[src/rtl/if_fetch_unit.sv]
// Instruction-fetch stage: owns the PC, handshakes with instruction memory and
// presents one instruction plus PC+4 per cycle, buffering it across pipeline freezes.
module if_fetch_unit #(
  parameter logic [31:0] RESET_PC = 32'h0000_0000
) (
  input  logic        clk_i,
  input  logic        rst_i,
  input  logic        start_i,
  input  logic        Hazard_stall_i,
  input  logic        CacheStall_i,
  input  logic        branch_i,
  input  logic [31:0] branch_target_i,
  input  logic        jump_i,
  input  logic [31:0] jump_target_i,
  output logic        imem_req_o,
  output logic [31:0] imem_addr_o,
  input  logic        imem_ack_i,
  input  logic [31:0] imem_data_i,
  output logic [31:0] pc_o,
  output logic [31:0] addedPC_o,
  output logic [31:0] inst_o
);

  typedef enum logic [1:0] {
    IDLE  = 2'd0,
    FETCH = 2'd1,
    READY = 2'd2
  } state_t;

  state_t      state_r;
  logic [31:0] pc_r;
  logic [31:0] inst_buf_r;
  logic        kill_r;
  logic [31:0] redir_pc_r;

  logic        hit_s;
  logic        valid_s;
  logic        frz_s;
  logic        adv_s;
  logic        redir_s;
  logic [31:0] redir_tgt_s;
  logic [31:0] pc_inc_s;

  // Handshake qualifiers and redirect target selection
  always_comb begin
    hit_s    = (state_r == FETCH) & imem_ack_i & ~kill_r;
    valid_s  = (state_r == READY) | hit_s;
    frz_s    = Hazard_stall_i | CacheStall_i;
    adv_s    = valid_s & ~frz_s;
    redir_s  = (branch_i | jump_i) & ~frz_s;
    pc_inc_s = pc_r + 32'd4;
    if (branch_i) begin
      redir_tgt_s = {branch_target_i[31:2], 2'b00};
    end else begin
      redir_tgt_s = {jump_target_i[31:2], 2'b00};
    end
  end

  // Presented instruction and PC+4, bubble of zeros when nothing is valid
  always_comb begin
    inst_o    = 32'h0000_0000;
    addedPC_o = 32'h0000_0000;
    if (valid_s) begin
      addedPC_o = pc_inc_s;
      if (state_r == READY) begin
        inst_o = inst_buf_r;
      end else begin
        inst_o = imem_data_i;
      end
    end else begin
      inst_o    = 32'h0000_0000;
      addedPC_o = 32'h0000_0000;
    end
  end

  assign imem_req_o  = (state_r == FETCH);
  assign imem_addr_o = pc_r;
  assign pc_o        = pc_r;

  // Fetch FSM, PC, instruction buffer and pending-redirect bookkeeping
  always_ff @(posedge clk_i or negedge rst_i) begin
    if (!rst_i) begin
      state_r    <= IDLE;
      pc_r       <= RESET_PC;
      inst_buf_r <= 32'h0000_0000;
      kill_r     <= 1'b0;
      redir_pc_r <= 32'h0000_0000;
    end else begin
      case (state_r)
        IDLE: begin
          if (start_i) begin
            state_r <= FETCH;
          end
        end
        FETCH: begin
          // An outstanding request must complete before the address may move
          if (redir_s && imem_ack_i) begin
            pc_r   <= redir_tgt_s;
            kill_r <= 1'b0;
          end else if (redir_s) begin
            kill_r     <= 1'b1;
            redir_pc_r <= redir_tgt_s;
          end else if (kill_r && imem_ack_i) begin
            pc_r   <= redir_pc_r;
            kill_r <= 1'b0;
          end else if (hit_s && adv_s) begin
            pc_r <= pc_inc_s;
          end else if (hit_s && frz_s) begin
            inst_buf_r <= imem_data_i;
            state_r    <= READY;
          end
        end
        READY: begin
          if (redir_s) begin
            pc_r    <= redir_tgt_s;
            state_r <= FETCH;
          end else if (adv_s) begin
            pc_r    <= pc_inc_s;
            state_r <= FETCH;
          end
        end
        default: begin
          state_r <= IDLE;
        end
      endcase
    end
  end

endmodule
[config.mk]
export PLATFORM = sky130hd
export DESIGN_NAME = if_fetch_unit
export DESIGN_NICKNAME = d
export VERILOG_FILES = /design/src/rtl/if_fetch_unit.sv
export SDC_FILE = /design/constraint.sdc
export NUM_CORES = 1
export LEC_CHECK = 0
export ABC_AREA = 1
export CORE_ASPECT_RATIO = 0.9
export CORE_MARGIN = 10
export CORE_UTILIZATION = 45
export DETAILED_ROUTE_END_ITERATION = 8
export PLACE_DENSITY = 0.79
export SLEW_MARGIN = 20
export SYNTH_ARGS = -nofsm -noshare
export SYNTH_HDL_FRONTEND = slang
export SYNTH_SLANG_ARGS = --single-unit
[constraint.sdc]
create_clock -name clk_i -period 3.5 [get_ports clk_i]
set_clock_uncertainty 0.2 [all_clocks]
set_input_delay 0.35 -clock clk_i [delete_from_list [all_inputs] [get_ports clk_i]]
set_output_delay 0.35 -clock clk_i [all_outputs]
set_load 0.005 [all_outputs]
==> reports/metrics.cfg, run 1 <==
[synth]
synth_edf_count=0
seq_area_frac_synth=0.334
synth-async-reset-ratio=1.00
netlist_area_mm2=0.00712
yosysWarnings=0
synth-seq-cells=95
syn_area_per_cell_um2=6.72
synth_cell_types=43
netlist_instances=1060
synth-main-ff-cell=dfrtp_1

[cells_and_area]
fin_util=0.615
fin_nets=1327
antennaDiodeCount=0
fill_cells=1454
area_delta_synth_final_pct=33.8
drive_gt1_frac=0.0595

[pwr]
netSwitchingPower_mw=2.75
finalPower_mw=6.59
comb_power_share=0.531
p_seq_frac=0.319
p_per_area_mw_per_mm2=691
clockPowerShare=0.150
leakage_nw=4.32
peakVddDrop_mv=0.361
p_int_mw=3.84
swShare=0.417

[route]
maxUsedRoutingLayer=met4
wl_per_cell_um=16.5
met3WireLength_um=2820
drt_iter0_drc=659
route.antenna.remaining_nets=0
vias=7435
via_per_inst=5.20
routed-wl-met2_um=10300
drt-total-wl_um=23600
dr.pass1.iters=5
drc_errors=0
wl_met1_um=10200

[worst_hold_path]
holdCritPathClass=flip-flop to flip-flop
min_path_cells=2

[outcome]
status=finished, final reports clean

[worst_setup_path]
critPathMaxFanout=6
cp_num_buf_inv=2
worstSetupStartpointType=flip-flop
r2r_cells=5
crit_type=flip-flop to output port
cpPeakStageDelay_ps=510
critical_path_depth=9
end_kind=output port
cp_slowest_cell=clkdlybuf4s50_1
arrival_ps=2570
cp.required_ps=2950
cp_top_family=buffers and inverters
worstPathCellList=ha_1 -> nand2_2 -> nor2_4 -> nand2_2 -> nor2_4 -> xor2_1 -> inv_1 -> nor2_1 -> clkdlybuf4s50_1

[die]
ios=233
die-area_mm2=0.0213
initial_core_util=0.460
die_w_um=153
die_h_um=139
core-area_mm2=0.0155
rows=43

[clock_network]
numCtsBuffers=9
cts_resized=0
cts_tree=done
cts_sinks=95
postCtsHoldBufs=1
cts_buffer_depth=2
h-tree-depth=3
postCtsSetupRepairBufs=0
clkLatencyLatePin_ps=360
root_buffer=clkbuf_16
clk_pin_slew_ps=70

[sta]
finalSetupViolCount=0
final.min_clock_period_ps=3120
setup_tns_ps=0
slew_viol_final=0
period_share=0.892
fmax_mhz=320
slew_headroom=0.444
finalHoldViolCount=0
tightestPinTransition_ps=832
rsz0062_at_grt=no

[global_routing]
grt.overflow.total=0
antenna_found_initial=0
gr-usage-all-layers=0.213
grt_max_degree=52
grt_pass1_wl_um=37700
grt_pass1_vias=6897

[job]
drv_cap=0

[placement]
port_buffers=222
gp_congestion=0.912
hpwl_um=17600

[per-layer routing]
metal / global-route usage / vias to the layer above
li1: - / 3665
met1: 0.287 / 3403
met2: 0.316 / 353
met3: 0.0813 / 14
met4: 0.0436 / 0
met5: 0 / -
[tightest hold or removal path, cell delays in order, from the launching register on]
cell	delay [ps]
dfrtp_1	340
nand2_1	50
o21ai_0	60
[cell type report]
class | instances | area (um2) | share of cell area
Timing Repair Buffer | 235 | 2340 | 0.246
Tap cell | 202 | 253 | 0.0265
Clock inverter | 7 | 65.1 | 0.00683
Inverter | 63 | 239 | 0.0251
Sequential cell | 95 | 2380 | 0.249
Multi-Input combinational cell | 818 | 4030 | 0.423
Clock buffer | 9 | 225 | 0.0236
[logic make-up after synthesis]
kind of cell / Yosys count / share of synthesized area
AND/OR/NAND/NOR: 588 / 0.340
AO/OA/AOI/OAI: 159 / 0.123
buffers and inverters: 152 / 0.105
flip-flops: 95 / 0.334
multiplexers: 53 / 0.0801
XOR/XNOR: 11 / 0.0156
adder cells (fa/ha/maj): 1 / 0.00176
other: 1 / 0.000526
[flip-flops by register name (all words and copies together) (netlist names)]
name / flops
redir_pc_r: 30
kill_r: 1
imem_addr_o: 30
inst_buf_r: 32
state_r: 2
[worst paths after layout]
kind / from / to / slack [ps]
worst max-delay path: imem_addr_o[3] / addedPC_o[16] / 380
worst min-delay path: redir_pc_r[15] / redir_pc_r[15] / 280
worst max register to register: state_r[1] / inst_buf_r[28] / 1210
worst min register to register: redir_pc_r[15] / redir_pc_r[15] / 280
max in group asynchronous: rst_i / redir_pc_r[20] / 1840
min in group asynchronous: rst_i / imem_addr_o[24] / 350
[synthesized netlist by cell type (2+ instances only)]
library cell | number | share of area
o22ai_1 | 3 | 0.0026
buf_2 | 24 | 0.017
nand2_1 | 361 | 0.19
buf_4 | 37 | 0.039
o211ai_1 | 3 | 0.0032
buf_1 | 2 | 0.0011
inv_2 | 4 | 0.0021
xor2_2 | 2 | 0.0046
mux2_2 | 3 | 0.0047
clkbuf_1 | 24 | 0.013
nor2_4 | 8 | 0.013
a31oi_1 | 8 | 0.0070
o21bai_1 | 9 | 0.0095
inv_1 | 56 | 0.030
nor2_1 | 145 | 0.076
o21ai_0 | 61 | 0.043
nand2_2 | 7 | 0.0061
nand3_1 | 52 | 0.037
nand3b_1 | 2 | 0.0021
clkinv_1 | 2 | 0.0011
mux2_1 | 29 | 0.046
nor2_2 | 3 | 0.0026
dfrtp_1 | 95 | 0.33
xnor2_1 | 2 | 0.0025
o21ai_1 | 2 | 0.0014
xor2_1 | 7 | 0.0086
a21oi_2 | 8 | 0.0098
a21oi_1 | 63 | 0.044
and2_1 | 4 | 0.0035
mux2i_1 | 21 | 0.030
[metrics by stage]
| step | hold WS, ps | instance area (um2) | setup slack (ps) | cells |
|---|---|---|---|---|
| after floorplan | -146 | 7140 | 1520 | 1065 |
| after global placement | 231 | 9230 | 457 | 1412 |
| after detailed placement | 238 | 9230 | 403 | 1412 |
| after CTS | 285 | 9530 | 356 | 1429 |
| after global routing | 294 | 9530 | 233 | 1429 |
| final | 283 | 9530 | 379 | 1429 |
[cells in the final DEF, fill, tap and decap left out, types with 7 or more instances in the layout]
master / instances
nor2_4: 10
nor2_1: 143
clkbuf_16: 9
o21bai_1: 9
nand3_1: 52
a21oi_2: 8
inv_1: 56
nand2_2: 7
a21oi_1: 63
xor2_1: 7
nand2_1: 361
mux2_1: 29
clkdlybuf4s50_1: 220
mux2i_1: 21
a31oi_1: 8
o21ai_0: 61
dfrtp_1: 95
buf_4: 11
[power by group through the flow]
stage,clock network (mW),logic (mW),registers (mW)
after floorplan,0,2.07,1.99
after global placement,0,3.43,2.08
after detailed placement,0,3.50,2.11
after CTS,1.00,3.52,2.10
after global routing,1.04,3.90,2.18
final,0.987,3.50,2.10
Note: power is estimated with default switching activity, not from simulation.
==> inputs of run 2 (changes only) <==
Settings changed: RECOVER_POWER from default to 100.
==> reports/metrics.cfg, run 2 (synthesis gave the netlist of run 1 again) <==
[outcome]
status=finished, final reports clean

[route]
drt_iter0_drc=757
dr.pass1.iters=5
vias=7452
wl_per_cell_um=16.5
drt-total-wl_um=23600
via_per_inst=5.21
drc_errors=0
route.antenna.remaining_nets=0

[sta]
rsz0062_at_grt=no
timing.hold.ws_ps=281
finalSetupViolCount=0
slew_headroom=0.0335
slew_viol_final=0
setup_tns_ps=0
fmax_mhz=312
fin_ws_ps=298
tightestPinTransition_ps=1450
final.min_clock_period_ps=3200
finalHoldViolCount=0
period_share=0.915

[placement]
dp.cells=1412
gp_congestion=0.912
port_buffers=222
dpl_worst_slack_ps=403
hpwl_um=17600

[global_routing]
antenna_found_initial=0
grt_max_degree=52
grt_pass1_vias=6897
grt_pass1_wl_um=37700
grt.overflow.total=0
gr-usage-all-layers=0.213

[clock_network]
root_buffer=clkbuf_16
h-tree-depth=3
cts_tree=done
clkLatencyLatePin_ps=360
cts_buffer_depth=2
clk_pin_slew_ps=70
numCtsBuffers=9
cts_sinks=95

[worst_setup_path]
r2r_slack_ps=560
r2r_cells=5
cp.required_ps=2950
worstPathCellList=clkdlybuf4s50_1 -> inv_2 -> nor3_1 -> nor2_4 -> buf_12 -> a21oi_1 -> dlygate4sd3_1
r2r-start=state_r[1]
critPathMaxFanout=33
cp_slowest_cell=dlygate4sd3_1
end_kind=output port
startpoint=imem_ack_i
cp_top_family=buffers and inverters
cpPeakStageDelay_ps=630
r2r_end=inst_buf_r[28]
arrival_ps=2650
critical_path_depth=7
cp-endpoint=inst_o[27]
worstSetupStartpointType=input pin
crit_type=input pin to output port
cp_num_buf_inv=4

[pwr]
peakVddDrop_mv=0.338
leakage_nw=4.53
p_per_area_mw_per_mm2=674

[die]
initial_core_util=0.460
die_w_um=153
die-area_mm2=0.0213
die_h_um=139
ios=233
rows=43
core-area_mm2=0.0155

[cells_and_area]
antennaDiodeCount=0
layout.cells.most_common=nand2_1
area_delta_synth_final_pct=32.9
fin_util=0.611
drive_gt1_frac=0.0522
fill_cells=1463
multiInputGateArea_mm2=0.00400
final_cell_mix=362 x nand2_1, 146 x nor2_1, 113 x dlygate4sd3_1, 108 x clkdlybuf4s50_1, 95 x dfrtp_1
layout.cells.non_filler=1429
fin_nets=1327
regArea_mm2=0.00238
largest_reg_flops=32
top_register=inst_buf_r

[worst_hold_path]
holdCritPathClass=flip-flop to flip-flop

[job]
drv_cap=0

-- run 2: how the worst min path moves through the flow --
stage | from | to | slack [ps] | depth (start not counted)
floorplan | rst_i | imem_addr_o[10] | -150 | 0
global placement | rst_i | imem_addr_o[25] | 230 | 1
detailed placement | rst_i | imem_addr_o[25] | 240 | 1
CTS | redir_pc_r[14] | redir_pc_r[14] | 280 | 2
global route | redir_pc_r[14] | redir_pc_r[14] | 290 | 2
finish | redir_pc_r[19] | redir_pc_r[19] | 280 | 2
-- run 2: through the flow --
step	power (mW)	instance area [um2]
2_1_floorplan	4.05	7140
3_3_place_gp	5.52	9230
3_5_place_dp	5.62	9230
4_1_cts	6.62	9530
5_1_grt	6.91	9470
6_report	6.38	9470
-- run 2: layout make-up --
cell class,count,share of cell area
multi-input combinational,818,0.422
sequential,95,0.251
timing repair buffer,235,0.244
tap,202,0.0267
inverter,63,0.0252
clock buffer,9,0.0238
clock inverter,7,0.00687
-- run 2: worst reg2reg max path: stages, from the launching register on --
cell     delay, ps
dfrtp_1        390
inv_1          140
nand2_1         90
nor3_1         380
nand2_1        960
mux2_1         670
-- run 2: layer usage --
layer,vias to the layer above,GRT usage,part of all wire
met5,-,0,0
met4,0,0.0436,0.0096
met3,23,0.0813,0.11
met2,346,0.316,0.44
met1,3410,0.287,0.44
li1,3673,-,-
-- run 2: power by group --
part           switching, mW  internal (mW)  total, mW
Clock                  0.489          0.499      0.988
Sequential             0.472           1.61       2.09
Combinational           1.77           1.54       3.31
-- run 2: timing repair --
item                      4_1_cts  5_1_grt
hold endpoints to repair       49        0
gates resized for setup         0        0
hold buffers                    1        0
buffers inserted                0        0
==> inputs of run 3 (changes only) <==
Clock period 3.5 ns to 3.3 ns, I/O delays scaled along.
==> reports/metrics.cfg, run 3 (synthesis gave the netlist of run 1 again) <==
[die]
initial_core_util=0.460
die_h_um=139
rows=43
core-area_mm2=0.0155
ios=233
die-area_mm2=0.0213
die_w_um=153

[cells_and_area]
top_register=inst_buf_r
drive_gt1_frac=0.0504
fin_nets=1329
fin_util=0.612
fill_cells=1422
largest_reg_flops=32
area_delta_synth_final_pct=33.1
layout.cells.most_common=nand2_1
antennaDiodeCount=0
final_cell_mix=362 x nand2_1, 144 x nor2_1, 119 x dlygate4sd3_1, 102 x clkdlybuf4s50_1, 95 x dfrtp_1

[pwr]
p_per_area_mw_per_mm2=710
leakage_nw=4.55
peakVddDrop_mv=0.398

[worst_setup_path]
r2r_slack_ps=430
crit_type=input pin to output port
r2r_cells=9
worstSetupStartpointType=input pin
cp.required_ps=2770
r2r-start=state_r[1]
critPathMaxFanout=63
end_kind=output port
r2r_end=imem_addr_o[20]
arrival_ps=2620

[job]
drv_cap=0

[route]
drt_iter0_drc=745
route.antenna.remaining_nets=0
dr.pass1.iters=5
drt-total-wl_um=23500
drc_errors=0
wl_per_cell_um=16.4
via_per_inst=5.20
vias=7441

[clock_network]
cts_buffer_depth=2
clk_pin_slew_ps=70
postCtsSetupRepairBufs=0
root_buffer=clkbuf_16
postCtsHoldBufs=1
h-tree-depth=3
clkLatencyLatePin_ps=360
numCtsBuffers=9
cts_sinks=95
cts_resized=0
cts_tree=done

[worst_hold_path]
min-delay-start=redir_pc_r[15]
hold_path_end=redir_pc_r[15]
min_path_cells=2
holdCritPathClass=flip-flop to flip-flop

[placement]
hpwl_um=17600
port_buffers=222
gp_congestion=0.954

[sta]
timing.hold.ws_ps=285
slew_viol_final=0
tightestPinTransition_ps=1220
setup_tns_ps=0
finalSetupViolCount=0
slew_headroom=0.184
fmax_mhz=317
final.min_clock_period_ps=3150
period_share=0.956
rsz0062_at_grt=no
finalHoldViolCount=0

[global_routing]
grt_pass1_vias=6932
antenna_found_initial=0
gr-usage-all-layers=0.209
grt_pass1_wl_um=37000
grt_max_degree=64
grt.overflow.total=0

[outcome]
status=finished, final reports clean

-- run 3: cell types whose count changed in the layout (fill, tap and decap cells not counted), moves of 2 or more --
cell	before	now
clkinvlp_4	1	3
clkinv_4	3	1
inv_8	2	0
clkdlybuf4s50_1	108	102
a21oi_2	8	1
xor2_1	9	7
a21oi_1	63	70
xor2_2	0	2
buf_12	1	3
nor2_1	146	144
nor2_2	1	3
dlygate4sd3_1	113	119
-- run 3: stage by stage --
step           std cells  setup slack [ps]  power [mW]  instance area (um2)
3_5_place_dp        1414               390        5.97                 9270
2_1_floorplan       1065              1340        4.30                 7140
5_1_grt             1431              27.2        7.31                 9480
6_report            1431               145        6.73                 9480
3_3_place_gp        1414               405        5.88                 9270
4_1_cts             1431               177        7.02                 9560
-- run 3: how the worst max path moves through the flow --
stage / from / end / slack (ps) / depth (start not counted)
floorplan: imem_addr_o[3] / addedPC_o[16] / 1340 / 8
global placement: imem_ack_i / inst_o[28] / 400 / 7
detailed placement: imem_ack_i / inst_o[28] / 390 / 7
CTS: imem_addr_o[3] / addedPC_o[16] / 180 / 9
global route: imem_addr_o[3] / addedPC_o[16] / 30 / 9
finish: imem_ack_i / inst_o[14] / 150 / 7
-- run 3: routing by layer --
layer  vias to the layer above  track usage  routed length (um)
li1                       3681            -                   -
met1                      3349        0.274               10000
met2                       395        0.310               10100
met3                        16       0.0970                3090
met4                         0       0.0396                 252
met5                         -            0                   0
-- run 3: critical path: stages --
cell and delay (ps):
dlygate4sd3_1 630, clkinv_1 90, nor3_1 480, nor2_4 60
buf_12 220, a21oi_1 170, dlygate4sd3_1 630
-- run 3: final cells by class --
| type | instances | area [um2] | area share |
|---|---|---|---|
| clock buffer | 10 | 239 | 0.0252 |
| clock inverter | 6 | 45.0 | 0.00475 |
| inverter | 63 | 236 | 0.0249 |
| multi-input combinational | 818 | 3980 | 0.419 |
| sequential | 95 | 2380 | 0.251 |
| tap | 202 | 253 | 0.0267 |
| timing repair buffer | 237 | 2360 | 0.248 |
-- run 3: power breakdown --
group	leakage, nW	total, mW	switching, mW	internal, mW
Sequential	1.16	2.21	0.495	1.71
Combinational	3.26	3.51	1.87	1.63
Clock	0.131	1.02	0.487	0.535
